==> config.mk <==
export PLATFORM = sky130hd
export DESIGN_NAME = vend_dispense_sequencer_flat
export DESIGN_NICKNAME = d
export VERILOG_FILES = /design/src/rtl/vend_dispense_sequencer_if.sv /design/src/rtl/vend_dispense_sequencer.sv /design/src/flat_wrapper.sv
export SDC_FILE = /design/constraint.sdc
export NUM_CORES = 1
export LEC_CHECK = 0
export ABC_AREA = 1
export BUFFER_PORTS_ARGS = -buffer_cell sky130_fd_sc_hd__buf_4
export CORE_MARGIN = 2
export CORE_UTILIZATION = 45
export DETAILED_ROUTE_END_ITERATION = 16
export PLACE_DENSITY_LB_ADDON = 0.1
export REMOVE_ABC_BUFFERS = 1
export SYNTH_ARGS = -nofsm -noshare
export SYNTH_HDL_FRONTEND = slang
export SYNTH_SLANG_ARGS = --single-unit
==> constraint.sdc <==
create_clock -name clk -period 2 [get_ports clk]
set_input_delay 0.4 -clock clk [delete_from_list [all_inputs] [get_ports clk]]
set_output_delay 0.4 -clock clk [all_outputs]
set_load 0.01 [all_outputs]
==> src/rtl/vend_dispense_sequencer_if.sv <==
// Vend request handshake between the vending FSM and the dispense sequencer.
interface vend_dispense_sequencer_if;
    logic       req_valid;
    logic [1:0] req_prod;
    logic [1:0] req_change;
    logic       req_ready;

    modport master (
        output req_valid,
        output req_prod,
        output req_change,
        input  req_ready
    );

    modport slave (
        input  req_valid,
        input  req_prod,
        input  req_change,
        output req_ready
    );
endinterface

==> src/rtl/vend_dispense_sequencer.sv <==
// Dispense sequencer: buffers vend requests in a 2-entry FIFO, then runs the
// product motor, waits for the drop sensor and pulses the coin-return solenoid.
// All timing is paced by the slow tick enable.
module vend_dispense_sequencer #(
    parameter int unsigned MOTOR_TICKS    = 4,
    parameter int unsigned COIN_ON_TICKS  = 2,
    parameter int unsigned COIN_OFF_TICKS = 2,
    parameter int unsigned SENSE_TIMEOUT  = 8
) (
    input  logic                            clk,
    input  logic                            rst_n,
    input  logic                            tick,
    vend_dispense_sequencer_if.slave        req_if,
    input  logic                            drop_sense,
    input  logic                            fault_clr,
    output logic [3:0]                      motor_sel,
    output logic                            coin_out,
    output logic                            done,
    output logic                            fault,
    output logic                            busy
);

    typedef enum logic [2:0] {
        StIdle,
        StMotor,
        StWaitDrop,
        StCoinOn,
        StCoinOff,
        StDone,
        StFault
    } state_e;

    localparam int unsigned MaxMs   = (MOTOR_TICKS > SENSE_TIMEOUT) ? MOTOR_TICKS : SENSE_TIMEOUT;
    localparam int unsigned MaxCoin = (COIN_ON_TICKS > COIN_OFF_TICKS) ? COIN_ON_TICKS
                                                                       : COIN_OFF_TICKS;
    localparam int unsigned CntMax  = (MaxMs > MaxCoin) ? MaxMs : MaxCoin;
    localparam int unsigned CntW    = $clog2(CntMax + 1);

    localparam logic [CntW-1:0] MotorLd   = CntW'(MOTOR_TICKS);
    localparam logic [CntW-1:0] SenseLd   = CntW'(SENSE_TIMEOUT);
    localparam logic [CntW-1:0] CoinOnLd  = CntW'(COIN_ON_TICKS);
    localparam logic [CntW-1:0] CoinOffLd = CntW'(COIN_OFF_TICKS);
    localparam logic [CntW-1:0] CntOne    = CntW'(1);

    state_e          state_q;
    logic [CntW-1:0] cnt_q;
    logic [1:0]      rem_q;

    // FIFO storage: each entry is {prod, change}
    logic [3:0] fifo_mem_q [2];
    logic       wr_ptr_q;
    logic       rd_ptr_q;
    logic [1:0] count_q;

    logic       push;
    logic       pop;
    logic [3:0] head;
    logic [1:0] head_prod;
    logic [1:0] head_change;
    logic       cnt_one;

    // Handshake and status decode from registered state
    always_comb begin
        req_if.req_ready = rst_n && (count_q != 2'd2) && !fault;
        push             = req_if.req_valid && req_if.req_ready;
        // Only IDLE pops, so an entry pushed this clk is first seen next clk
        pop              = (state_q == StIdle) && tick && (count_q != 2'd0);
        head             = fifo_mem_q[rd_ptr_q];
        head_prod        = head[3:2];
        head_change      = head[1:0];
        cnt_one          = (cnt_q == CntOne);
        busy             = (state_q != StIdle) || (count_q != 2'd0);
    end

    // Request FIFO: push is not tick-gated, simultaneous push/pop keeps count
    always_ff @(posedge clk) begin
        if (!rst_n) begin
            wr_ptr_q <= 1'b0;
            rd_ptr_q <= 1'b0;
            count_q  <= 2'd0;
        end else begin
            if (push) begin
                fifo_mem_q[wr_ptr_q] <= {req_if.req_prod, req_if.req_change};
                wr_ptr_q             <= ~wr_ptr_q;
            end
            if (pop) begin
                rd_ptr_q <= ~rd_ptr_q;
            end
            case ({push, pop})
                2'b10:   count_q <= count_q + 2'd1;
                2'b01:   count_q <= count_q - 2'd1;
                default: count_q <= count_q;
            endcase
        end
    end

    // Actuator sequencing FSM with registered outputs
    always_ff @(posedge clk) begin
        if (!rst_n) begin
            state_q   <= StIdle;
            cnt_q     <= '0;
            rem_q     <= 2'd0;
            motor_sel <= 4'd0;
            coin_out  <= 1'b0;
            done      <= 1'b0;
            fault     <= 1'b0;
        end else begin
            done <= 1'b0;
            case (state_q)
                StIdle: begin
                    if (pop) begin
                        rem_q     <= head_change;
                        cnt_q     <= MotorLd;
                        motor_sel <= 4'b0001 << head_prod;
                        state_q   <= StMotor;
                    end
                end
                StMotor: begin
                    if (tick) begin
                        if (cnt_one) begin
                            motor_sel <= 4'd0;
                            cnt_q     <= SenseLd;
                            state_q   <= StWaitDrop;
                        end else begin
                            cnt_q <= cnt_q - CntOne;
                        end
                    end
                end
                StWaitDrop: begin
                    if (tick) begin
                        // A sensed drop takes priority over an expiring timeout
                        if (drop_sense) begin
                            if (rem_q != 2'd0) begin
                                coin_out <= 1'b1;
                                cnt_q    <= CoinOnLd;
                                state_q  <= StCoinOn;
                            end else begin
                                done    <= 1'b1;
                                state_q <= StDone;
                            end
                        end else if (cnt_one) begin
                            fault   <= 1'b1;
                            state_q <= StFault;
                        end else begin
                            cnt_q <= cnt_q - CntOne;
                        end
                    end
                end
                StCoinOn: begin
                    if (tick) begin
                        if (cnt_one) begin
                            coin_out <= 1'b0;
                            cnt_q    <= CoinOffLd;
                            rem_q    <= rem_q - 2'd1;
                            state_q  <= StCoinOff;
                        end else begin
                            cnt_q <= cnt_q - CntOne;
                        end
                    end
                end
                StCoinOff: begin
                    if (tick) begin
                        if (cnt_one) begin
                            if (rem_q != 2'd0) begin
                                coin_out <= 1'b1;
                                cnt_q    <= CoinOnLd;
                                state_q  <= StCoinOn;
                            end else begin
                                done    <= 1'b1;
                                state_q <= StDone;
                            end
                        end else begin
                            cnt_q <= cnt_q - CntOne;
                        end
                    end
                end
                StDone: begin
                    state_q <= StIdle;
                end
                StFault: begin
                    // The faulted request is dropped; queued entries stay put
                    if (fault_clr) begin
                        fault   <= 1'b0;
                        state_q <= StIdle;
                    end
                end
                default: begin
                    motor_sel <= 4'd0;
                    coin_out  <= 1'b0;
                    state_q   <= StIdle;
                end
            endcase
        end
    end

endmodule

==> src/flat_wrapper.sv <==
// flat-port wrapper written by rule: the top's interface ports become plain ports
module vend_dispense_sequencer_flat 
#(
    parameter int unsigned MOTOR_TICKS    = 4,
    parameter int unsigned COIN_ON_TICKS  = 2,
    parameter int unsigned COIN_OFF_TICKS = 2,
    parameter int unsigned SENSE_TIMEOUT  = 8
)
  (clk, rst_n, tick, drop_sense, fault_clr, motor_sel, coin_out, done, fault, busy, req_if_req_valid, req_if_req_prod, req_if_req_change, req_if_req_ready);
  vend_dispense_sequencer_if req_if_i ();
  input  logic clk;
  input  logic rst_n;
  input  logic tick;
  input  logic drop_sense;
  input  logic fault_clr;
  output logic [3:0] motor_sel;
  output logic coin_out;
  output logic done;
  output logic fault;
  output logic busy;
  input wire logic [$bits(req_if_i.req_valid)-1:0] req_if_req_valid;
  input wire logic [$bits(req_if_i.req_prod)-1:0] req_if_req_prod;
  input wire logic [$bits(req_if_i.req_change)-1:0] req_if_req_change;
  output wire logic [$bits(req_if_i.req_ready)-1:0] req_if_req_ready;
  assign req_if_i.req_valid = req_if_req_valid;
  assign req_if_i.req_prod = req_if_req_prod;
  assign req_if_i.req_change = req_if_req_change;
  assign req_if_req_ready = req_if_i.req_ready;
  vend_dispense_sequencer #(.MOTOR_TICKS(MOTOR_TICKS), .COIN_ON_TICKS(COIN_ON_TICKS), .COIN_OFF_TICKS(COIN_OFF_TICKS), .SENSE_TIMEOUT(SENSE_TIMEOUT)) u_core (.clk(clk), .rst_n(rst_n), .tick(tick), .req_if(req_if_i), .drop_sense(drop_sense), .fault_clr(fault_clr), .motor_sel(motor_sel), .coin_out(coin_out), .done(done), .fault(fault), .busy(busy));
endmodule
# Yosys cells after proc, flatten, opt, wreduce, memory -nomap -nowiden
# Memories as Yosys holds them, arrays and structs flattened. A register that Yosys moved wholly into a read port is not among the register bits.
# Cells that the tools add are included.
# op_classes
n_bitwise	4
mux	58
reduce_logical	23
shifts	1
add_sub_neg	4
n_eq_ne	24
# ops
operator	n
two-way mux 4 bit	14
two-way mux 3 bit	12
two-way mux 1 bit	21
case mux 4 bit (5 select lines)	1
case mux 3 bit (6 select lines)	1
inequality test 2 bit (second input constant)	8
AND reduction 7 bit	2
case mux 4 bit (3 select lines)	1
inequality test 2 x 1 -> 1 bit (second input constant)	5
AND reduction 10 bit	1
nonzero test 2 bit	5
equality test 3 bit (second input constant)	3
case mux 2 bit (2 select lines)	2
AND reduction 4 bit	2
equality test 3 x 2 -> 1 bit (second input constant)	2
two-way mux 2 bit	3
logical AND 1 bit	5
AND reduction 5 bit	1
nonzero test 5 bit	1
OR reduction 5 bit	1
equality test 4 x 1 -> 1 bit (second input constant)	1
inverter 1 bit	4
case mux 1 bit (2 select lines)	2
case mux 1 bit (4 select lines)	1
other kinds (14)	15
# word_totals
n_memories	1
register_bits	20
inputBits	10
elab_cells	125
ram_bits	8
# mem_list
memory	words	width	read_ports	rd_ports_with_merged_regs	write_ports	line	text
u_core.fifo_mem_q	2	4	1	1	1	vend_dispense_sequencer.sv:50	logic [3:0] fifo_mem_q [2];

# Logic depth before layout (Yosys ltp)
# Gate-level depths: netlist of the first run.
# depth
word_depth	7
ltp_mapped	11

# Worst setup path after synthesis of the first run
# Ideal clock, no wire load.
# synth_timing
kind	input-to-reg
startpoint	input rst_n
endpoint	register u_core.count_q[1]
setup_time_ps	70
slack_ps	219
required_time_ps	1930
t_arrival_ps	1711
cell_stages	9
path_buffers	0
path_cell_list	inv_1 -> a211oi_1 -> nand2_1 -> ha_1 -> inv_1 -> nand2_1 -> nor2_1 -> o21ai_0 -> a21oi_1
# synth_via
elab_chain_len	5
word_cells_on_any_way	7
cone_classes	eq/ne (2); mux (1); reduce/logical (4)
# synth_lines
item	line	text
start, declared	flat_wrapper.sv:12	input logic rst_n;
logical AND 1 bit * (2 in a row)	vend_dispense_sequencer.sv:64	req_if.req_ready = rst_n && (count_q != 2'd2) && !fault;
net req_if_req_ready	flat_wrapper.sv:24	output wire logic [$bits(req_if_i.req_ready)-1:0] req_if_req_ready;
logical AND 1 bit *	vend_dispense_sequencer.sv:65	push = req_if.req_valid && req_if.req_ready;
equality test 2 x 1 -> 1 bit or equality test 2 bit (tied branches)	vend_dispense_sequencer.sv:89	case ({push, pop})
case mux 2 bit (2 select lines) or nonzero test 2 bit (tied branches)	-	
end signal, assigned	vend_dispense_sequencer.sv:90	2'b10: count_q <= count_q + 2'd1;
end signal, assigned	vend_dispense_sequencer.sv:91	2'b01: count_q <= count_q - 2'd1;
end signal, assigned	vend_dispense_sequencer.sv:92	default: count_q <= count_q;
end, declared	vend_dispense_sequencer.sv:53	logic [1:0] count_q;
# Mark *: on every way through the listed nets, which the timed path passes. The rest lies on a longest branch.
# A chain may end at the register's enable or synchronous reset.

# Final worst setup path of the first run
# layout_timing
startpoint	register u_core.count_q[0]
endpoint	register u_core.count_q[1]
# layout_via
elab_chain_len	6
word_cells_on_any_way	12
cone_classes	add/sub (2); eq/ne (3); mux (1); reduce/logical (6)
# layout_lines
item	line
inequality test 2 bit	vend_dispense_sequencer.sv:64
logical AND 1 bit (2 in a row)	vend_dispense_sequencer.sv:64
logical AND 1 bit	vend_dispense_sequencer.sv:65
equality test 2 x 1 -> 1 bit or equality test 2 bit (tied branches)	vend_dispense_sequencer.sv:89
case mux 2 bit (2 select lines) or nonzero test 2 bit (tied branches)	-
# Parallel ways exist; a longest one is shown, timed or not.

==> reports/results.tsv, run 1 <==
stage	metric	value	unit
final_layout	Design Area, Final	2067	sq um
sta	RSZ-0062 raised after global routing	false	
sta	clock skew	2.707	ps
cts	hold buffers post-CTS	0	
sta	worst slew pin tran	381.0	ps
sta	fmax	575.9	MHz
final_layout	Nets	305	
synth	Seq/Total Area, Yosys	0.3734	
power_and_ir_drop	Switching Share	0.4393	
cts	htree depth	2	
place	DP HPWL	3036	um
setup_path	CP Capture Type	flip-flop	
final_layout	most common cell after layout, fill and taps aside	nand2_1	
grt	Total GRT Usage	0.1952	
synth	Netlist cell types	23	
detailed_routing	number of vias per cell	5.041	
outcome	outcome	finished clean	
cts	Clock Tree Root	clkbuf_8	
sta	setup_tns	0	ps
setup_path	CP Max Fanout	7	
detailed_routing	vias	1714	
synth	Synth area leader	dfxtp_1	
floorplanning	Rows	22	
synth	post-synthesis cell area	1769	sq um
place	Placed Area	1961	sq um
floorplanning	I/O pins	19	
sta	Final Hold Viols	0	
sta	Setup-failing EPs final	0	
detailed_routing	DR DRC count	0	
detailed_routing	Final ANT Viol Nets	0	
power_and_ir_drop	Power Density	1389	nW/um^2
grt	grt total ovfl	0	
detailed_routing	initial DRC count	88	
detailed_routing	final wirelength	3932	um
synth	Top FF cell, synth	dfxtp_1	
grt	initial antenna violation count	0	
cts	CTS tree	yes	
job	Max Cap Violations	0	
setup_path	CP required	2200	ps
sta	fin crit period	1736	ps
power_and_ir_drop	Net Switching	1.262	mW
floorplanning	die width	66.70	um
cts	CTS Buf Count	5	
power_and_ir_drop	Clk pwr share	0.203	
sta	period utilization	0.8682	
sta	Rel. slew slack	0.7451	
synth	number of enable flip-flop cells after synthesis	8	
place	pre-CTS setup slack	198.2	ps
hold_path	worst min path class	input port to flip-flop	
grt	vias in the first global route	1515	
detailed_routing	DRT Pass-1 Iters	4	
power_and_ir_drop	Tot Pwr	2.871	mW
floorplanning	Initial Util	0.4761	
grt	first-pass GRT wire length	6637	um
setup_path	CP Launch Type	flip-flop	
final_layout	commonest cells after routing, fill and taps aside	nand2_1 (78), nor2_1 (31), inv_1 (25)	
floorplanning	Die Ht	66.70	um
synth	synthesized instance count	266	
power_and_ir_drop	worst ir drop on vdd	0.7332	mV
final_layout	# diodes	0	
synth	synth warn	0	
floorplanning	core area	3716	sq um
power_and_ir_drop	combinational share of power	0.508	
power_and_ir_drop	Flop pwr share	0.289	
power_and_ir_drop	Leak Pwr	0.9549	nW
place	GP Congestion	0.9169	
detailed_routing	Avg WL per Cell	11.56	um
grt	pin count of the biggest net entering global routing	15	
synth	Synth top area share	0.2376	
cts	clk slew on worst S/H paths	60	ps
sta	final slew viol count	0	
final_layout	share of layout cells above drive strength 1	0.1712	
cts	clk buf depth	2	
cts	Clock Latency Late Sink	270	ps
floorplanning	die area	4449	sq um
final_layout	area growth from synthesis to final layout	16.83	%
setup_path	Worst EP arrival	1940	ps
cts	Setup Fix Bufs, Post-CTS	0	
power_and_ir_drop	Internal	1.610	mW
final_layout	Core Util, Final	0.5562	
cts	clock sinks	29	
place	IO buf count	18	
sta	fin worst setup slack	263.6	ps
synth	Area contributors post-synth	dfxtp_1 (24%), nand2_1 (17%), edfxtp_1 (14%)	
synth	FFs w/ async S/R, synth	0	
synth	#FFs+latches synth	29	
setup_path	WS Path Type	flip-flop to flip-flop	
synth	Mapped Avg Cell Area	6.651	sq um
-- final cells by class --
| cell class | instances | area (sq um) |
|---|---|---|
| timing repair buffer | 21 | 157.7 |
| inverter | 33 | 123.9 |
| clock inverter | 2 | 33.78 |
| sequential | 29 | 660.6 |
| fill | 390 | 1649 |
| multi-input combinational | 201 | 958.4 |
| clock buffer | 6 | 72.57 |
| tap | 48 | 60.06 |
-- per-layer routing --
layer | part of all wire | GRT usage
met5 | 0 | 0
met4 | 0.017 | 0.09439
met3 | 0.047 | 0.04054
met2 | 0.44 | 0.2988
met1 | 0.50 | 0.2608
-- timing repair --
action                                 in CTS  in global routing
resized for setup                           0                  1
setup endpoints to repair                   0                  1
endpoints found under the hold margin       0                  0
-- stage by stage --
step / hold slack (ps) / instances
after floorplan: 432.5 / 263
after global placement: 446.5 / 332
after detailed placement: 454.5 / 332
after CTS: 302.0 / 340
after global routing: 294.6 / 340
final: 310.3 / 340
-- Yosys cell counts, types with 3 or more instances --
cell / instances
edfxtp_1: 8
nand3_2: 3
inv_2: 8
inv_1: 25
ha_1: 4
nor2_2: 5
nand2_1: 78
nor2_1: 31
o21ai_0: 20
nand2_2: 4
nand3_1: 20
dfxtp_1: 21
a21oi_1: 18
nor3_1: 7
-- final timing paths --
| path | start | cells after the start | endpoint | slack, ps |
|---|---|---|---|---|
| max reg2reg | u_core.count_q[0] | 9 | u_core.count_q[1] | 260 |
| min reg2reg | u_core.motor_sel[2] | 2 | u_core.motor_sel[2] | 460 |
| max | u_core.count_q[0] | 9 | u_core.count_q[1] | 260 |
| min | req_if_req_change[0] | 1 | u_core.fifo_mem_q[1][0] | 310 |
-- state kept, by name, summed over array words and instances (netlist names), named ones only --
register,flops
u_core.cnt_q,4
u_core.coin_out,1
u_core.count_q,2
u_core.done,1
u_core.fault,1
u_core.fifo_mem_q,8
u_core.motor_sel,4
u_core.rd_ptr_q,1
u_core.rem_q,2
u_core.state_q,3
u_core.wr_ptr_q,1
-- power by group through the flow --
stage | Combinational, mW | Clock, mW | Sequential (mW)
after floorplan | 1.07 | 0 | 0.849
after global placement | 1.45 | 0 | 0.840
after detailed placement | 1.45 | 0 | 0.841
after CTS | 1.45 | 0.594 | 0.830
after global routing | 1.65 | 0.627 | 0.847
final | 1.46 | 0.582 | 0.829
-- cell families (layout without fill, tap and decap cells) --
logic type	after synthesis	after routing	synth area share
buf+inv	36	62	0.08486
compound gates	43	43	0.1259
simple gates	153	153	0.3826
flops	29	29	0.3734
xor+xnor	1	1	0.004951
fa+ha+maj	4	4	0.02829
-- critical path: stages (launching register included) --
cell,delay [ps]
dfxtp_1,440
inv_1,60
a211oi_1,250
nand2_1,170
ha_1,300
inv_1,80
nand2_1,50
nor2_1,120
o21ai_0,90
a21oi_1,120
Power figures use the tool's default switching activity.
==> inputs of run 2 (changes only) <==
- CORE_UTILIZATION: 45 -> 58
==> run 2 against run 1 <==
- first-iteration DRC count grew 65%
- global-route usage is 6.8 points higher
- clock skew grew 12 ps
- register-to-register slack got worse by 40 ps
- wire length rose by 4.2%
- sequential power shrank 1%
- setup slack worse by 43 ps
- flip-flop and latch count is the same
- cell area fell by 3.0%
- critical path depth is the same
- sequential share of layout area rose by 1.0 points
- hold slack worse by 72 ps
- largest cell class unchanged
==> reports/results.tsv, run 2 (synthesized netlist as in run 1, its figures left out) <==
stage	metric	value	unit	change
detailed_routing	vias	1788		+4.3%
power_and_ir_drop	Clk pwr share	0.134		-0.069
power_and_ir_drop	Net Switching	1.297	mW	+2.8%
grt	initial antenna violation count	0		unchanged
sta	Rel. slew slack	0.7346		-0.01051
power_and_ir_drop	Leak Pwr	0.9383	nW	-1.7%
setup_path	CP required	2270	ps	+70 ps
sta	RSZ-0062 raised after global routing	false		
sta	fin worst setup slack	220.2	ps	-43.40 ps
final_layout	Reg with most FFs	u_core.fifo_mem_q		
sta	period utilization	0.8899		+0.02170
final_layout	area growth from synthesis to final layout	13.30	%	
cts	clock sinks	29		unchanged
setup_path	WS Path Type	flip-flop to flip-flop		
final_layout	most common cell after layout, fill and taps aside	nand2_1		
floorplanning	Initial Util	0.5941		+0.1180
grt	Total GRT Usage	0.2635		+0.06824
cts	CTS Buf Count	5		unchanged
floorplanning	die width	59.23	um	-11%
cts	clk buf depth	2		unchanged
sta	setup_tns	0	ps	unchanged
place	GP Congestion	0.9865		+7.6%
detailed_routing	initial DRC count	145		+65%
detailed_routing	Avg WL per Cell	12.57	um	+8.7%
cts	Setup Fix Bufs, Post-CTS	0		unchanged
final_layout	number of flip-flops in the largest register	8		unchanged
detailed_routing	Final ANT Viol Nets	0		unchanged
setup_path	FF-to-FF End	u_core.count_q[1]		
power_and_ir_drop	worst ir drop on vdd	0.9292	mV	+27%
job	Max Cap Violations	0		unchanged
floorplanning	Die Ht	59.23	um	-11%
sta	fmax	561.9	MHz	-2.4%
detailed_routing	number of vias per cell	5.485		+8.8%
grt	grt total ovfl	0		unchanged
power_and_ir_drop	Power Density	1336	nW/um^2	-3.8%
hold_path	hold path depth	1		unchanged
final_layout	Nets	306		+0.33%
grt	first-pass GRT wire length	6948	um	+4.7%
power_and_ir_drop	Flop pwr share	0.306		+0.017
cts	Clock Latency Late Sink	350	ps	+80 ps
sta	worst slew pin tran	396.7	ps	+15.71 ps
setup_path	worst setup path startpoint	u_core.count_q[0]		
detailed_routing	DRT Pass-1 Iters	4		unchanged
grt	vias in the first global route	1613		+6.5%
final_layout	registers with the most flip-flops	u_core.fifo_mem_q (8), u_core.cnt_q (4), u_core.motor_sel (4)		
place	pre-CTS setup slack	173.8	ps	-24.44 ps
setup_path	CP Max Fanout	7		unchanged
grt	pin count of the biggest net entering global routing	15		unchanged
detailed_routing	DR DRC count	0		unchanged
final_layout	share of layout cells above drive strength 1	0.1809		+0.009654
cts	hold buffers post-CTS	0		unchanged
setup_path	CP Launch Type	flip-flop		
sta	fin crit period	1780	ps	+43.40 ps
floorplanning	Rows	20		-9.1%
power_and_ir_drop	combinational share of power	0.559		+0.051
sta	final slew viol count	0		unchanged
detailed_routing	final wirelength	4098	um	+4.2%
floorplanning	I/O pins	19		unchanged
floorplanning	die area	3508	sq um	-21%
setup_path	FF-to-FF setup slack	220	ps	-40 ps
final_layout	commonest cells after routing, fill and taps aside	nand2_1 (78), nor2_1 (31), inv_1 (25)		
setup_path	cells on worst reg2reg path	9		unchanged
final_layout	# diodes	0		unchanged
cts	htree depth	2		unchanged
hold_path	worst min path class	input port to flip-flop		
setup_path	CP Capture Type	flip-flop		
cts	Clock Tree Root	clkbuf_4		
cts	CTS tree	yes		
place	DP HPWL	3195	um	+5.3%
sta	clock skew	14.28	ps	+11.58 ps
power_and_ir_drop	Switching Share	0.4842		+0.04491
place	IO buf count	18		unchanged
floorplanning	core area	2978	sq um	-20%
cts	clk slew on worst S/H paths	110	ps	+50 ps
power_and_ir_drop	Internal	1.381	mW	-14%
sta	Final Hold Viols	0		unchanged
setup_path	Worst Setup EP	u_core.count_q[1]		
cts	post-CTS sizing	0		unchanged
setup_path	RR Startpoint	u_core.count_q[0]		
setup_path	Worst EP arrival	2050	ps	+110 ps
sta	Setup-failing EPs final	0		unchanged
outcome	outcome	finished clean		
[run 2: cell count changes in the layout (fill, tap and decap cells not counted), sizes merged]
cell / delta
buf: +1
bufinv: -1
clkbuf: -1
clkinv: +1
clkinvlp: +1
[run 2: layout make-up]
cell class,count,area (sq um)
tap,33,41.29
sequential,29,660.6
timing repair buffer,22,165.2
fill,277,973.4
clock inverter,3,17.52
inverter,33,123.9
multi-input combinational,201,958.4
clock buffer,5,37.54
[run 2: worst max-delay path, cell delays in order, from the launching register on]
cell      delay, ps
dfxtp_1         440
inv_1            60
a211oi_1        280
nand2_1         190
ha_1            310
inv_1            80
nand2_1          50
nor2_1          100
o21ai_0          90
a21oi_1         110
[run 2: worst min path at each step]
stage,startpoint,endpoint
floorplan,u_core.rem_q[1],u_core.rem_q[1]
global placement,u_core.rem_q[1],u_core.rem_q[1]
detailed placement,u_core.motor_sel[0],u_core.motor_sel[0]
CTS,req_if_req_prod[0],u_core.fifo_mem_q[1][2]
global route,req_if_req_prod[0],u_core.fifo_mem_q[1][2]
finish,req_if_req_prod[0],u_core.fifo_mem_q[1][2]
[run 2: power by group through the flow]
| stage | logic [mW] | registers, mW | clock network, mW |
|---|---|---|---|
| after floorplan | 1.07 | 0.849 | 0 |
| after global placement | 1.45 | 0.830 | 0 |
| after detailed placement | 1.48 | 0.834 | 0 |
| after CTS | 1.49 | 0.820 | 0.368 |
| after global routing | 1.71 | 0.833 | 0.391 |
| final | 1.50 | 0.820 | 0.359 |
[run 2: metrics by stage]
stage	util	hold WS (ps)	std cells	power [mW]	cell area [sq um]
detailed placement	0.6546	453.9	318	2.310	1949
finish	0.6731	238.4	326	2.678	2004
global route	0.6731	226.6	326	2.929	2004
floorplan	-	432.5	263	1.916	1743
global placement	0.6546	447.2	318	2.284	1949
CTS	0.6731	230.1	326	2.675	2004
[run 2: routing by layer]
layer  wire length (um)  share of wire  track usage  vias to the layer above
met1               1773           0.43       0.3398                      798
li1                   -              -            -                      911
met3                317          0.077      0.06550                       11
met2               1921           0.47       0.4270                       68
met5                  0              0            0                        -
met4                 86          0.021      0.09416                        0
==> inputs of run 3 (changes only) <==
- CORE_UTILIZATION: 58 -> 50
==> run 3 against run 2 <==
- critical path depth unchanged
- power shrank 1.3%
- wire length fell by 6.2%
- critical path type unchanged
- highest routed layer unchanged
- cell area rose by 1.2%
- sequential power about the same
- setup slack better by 61 ps
- combinational power barely moved
- largest cell class unchanged
- maximum frequency is 3.6% higher
- count of clock-buffer cells in the layout is the same
==> reports/results.tsv, run 3 (synthesized netlist as in run 1, its figures left out) <==
stage	metric	value	unit	change
sta	final slew viol count	0		unchanged
power_and_ir_drop	Leak Pwr	0.9425	nW	+0.45%
cts	CTS Buf Count	5		unchanged
cts	clk slew on worst S/H paths	90	ps	-20 ps
final_layout	Reg with most FFs	u_core.fifo_mem_q		
floorplanning	core area	3363	sq um	+13%
sta	setup_tns	0	ps	unchanged
detailed_routing	DR DRC count	0		unchanged
cts	CTS tree	yes		
setup_path	CP Max Fanout	7		unchanged
power_and_ir_drop	Tot Pwr	2.643	mW	-1.3%
setup_path	cells on worst reg2reg path	9		unchanged
final_layout	Nets	307		+0.33%
cts	htree depth	2		unchanged
sta	period utilization	0.8592		-0.03073
sta	clock skew	12.47	ps	-1.814 ps
place	DP HPWL	2878	um	-9.9%
cts	Setup Fix Bufs, Post-CTS	0		unchanged
cts	hold buffers post-CTS	0		unchanged
power_and_ir_drop	Power Density	1303	nW/um^2	-2.5%
hold_path	worst min path class	input port to flip-flop		
grt	vias in the first global route	1586		-1.7%
grt	Total GRT Usage	0.2139		-0.04959
sta	fmax	582.0	MHz	+3.6%
setup_path	Worst EP arrival	1980	ps	-70 ps
final_layout	number of flip-flops in the largest register	8		unchanged
final_layout	Design Area, Final	2028	sq um	+1.2%
detailed_routing	Final ANT Viol Nets	0		unchanged
final_layout	registers with the most flip-flops	u_core.fifo_mem_q (8), u_core.cnt_q (4), u_core.motor_sel (4)		
outcome	outcome	finished clean		
detailed_routing	vias	1719		-3.9%
final_layout	# diodes	0		unchanged
final_layout	area growth from synthesis to final layout	14.64	%	
floorplanning	Rows	21		+5.0%
place	IO buf count	18		unchanged
setup_path	CP Capture Type	flip-flop		
detailed_routing	initial DRC count	135		-6.9%
floorplanning	die width	63.49	um	+7.2%
sta	worst slew pin tran	354.8	ps	-41.88 ps
grt	first-pass GRT wire length	6824	um	-1.8%
detailed_routing	number of vias per cell	5.056		-7.8%
setup_path	CP required	2260	ps	about the same
place	Placed Area	1973	sq um	+1.2%
final_layout	commonest cells after routing, fill and taps aside	nand2_1 (78), nor2_1 (31), inv_1 (25)		
floorplanning	die area	4030	sq um	+15%
grt	pin count of the biggest net entering global routing	15		unchanged
cts	Clock Latency Late Sink	330	ps	-20 ps
detailed_routing	final wirelength	3845	um	-6.2%
detailed_routing	Avg WL per Cell	11.31	um	-10%
final_layout	Fillers	352		+27%
power_and_ir_drop	worst ir drop on vdd	0.7049	mV	-24%
cts	Clock Tree Root	clkbuf_4		
final_layout	Core Util, Final	0.6031		-0.07006
cts	clk buf depth	2		unchanged
final_layout	most common cell after layout, fill and taps aside	nand2_1		
grt	initial antenna violation count	0		unchanged
sta	fin crit period	1718	ps	-61.47 ps
floorplanning	Initial Util	0.5260		-0.06808
job	Max Cap Violations	0		unchanged
grt	grt total ovfl	0		unchanged
sta	RSZ-0062 raised after global routing	false		
cts	post-CTS sizing	0		unchanged
sta	Final Hold Viols	0		unchanged
setup_path	FF-to-FF setup slack	280	ps	+60 ps
floorplanning	Die Ht	63.49	um	+7.2%
final_layout	share of layout cells above drive strength 1	0.1837		+0.002786
hold_path	hold path depth	1		unchanged
sta	Rel. slew slack	0.7626		+0.02802
cts	clock sinks	29		unchanged
floorplanning	I/O pins	19		unchanged
place	GP Congestion	0.8483		-14%
setup_path	WS Path Type	flip-flop to flip-flop		
detailed_routing	DRT Pass-1 Iters	4		unchanged
setup_path	CP Launch Type	flip-flop		
sta	Setup-failing EPs final	0		unchanged
==> run 3: area by class of cell <==
class / instances / area, sq um / area share
clock inverters: 3 / 17.52 / 0.008637
flip-flops and latches: 29 / 660.6 / 0.3257
inverters: 33 / 123.9 / 0.06107
well taps: 46 / 57.56 / 0.02838
multi-input cells: 201 / 958.4 / 0.4725
clock buffers: 5 / 37.54 / 0.01851
repair buffers: 23 / 172.7 / 0.08513
==> run 3: worst max-delay path, cell delays in order, from the launching register on <==
cell	delay, ps
dfxtp_1	430
inv_1	60
a211oi_1	260
nand2_1	180
ha_1	300
inv_1	80
nand2_1	50
nor2_1	100
o21ai_0	80
a21oi_1	110
==> run 3: per-layer routing <==
metal,part of all wire,GRT usage
met2,0.49,0.3605
met3,0.056,0.05893
met1,0.45,0.2649
met5,0,0
met4,0.0044,0.06522
==> run 3: worst paths after layout <==
path / start / endpoint
max: u_core.count_q[0] / u_core.count_q[1]
min: req_if_req_change[1] / u_core.fifo_mem_q[1][1]
max reg2reg: u_core.count_q[0] / u_core.count_q[1]
min reg2reg: u_core.motor_sel[1] / u_core.motor_sel[1]
==> run 3: power by group <==
group	switching [mW]	internal [mW]	leakage, nW	total (mW)
Clock	0.216	0.132	0.0310	0.349
Sequential	0.0973	0.726	0.245	0.823
Combinational	0.941	0.531	0.667	1.47
==> run 3: metrics by stage <==
| step | setup WS (ps) | hold slack (ps) | std cells |
|---|---|---|---|
| after detailed placement | 216.7 | 450.4 | 332 |
| after global placement | 265.0 | 450.7 | 332 |
| after global routing | 73.29 | 230.9 | 340 |
| after floorplan | 122.7 | 432.5 | 263 |
| final | 281.7 | 257.4 | 340 |
| after CTS | 292.1 | 242.2 | 340 |
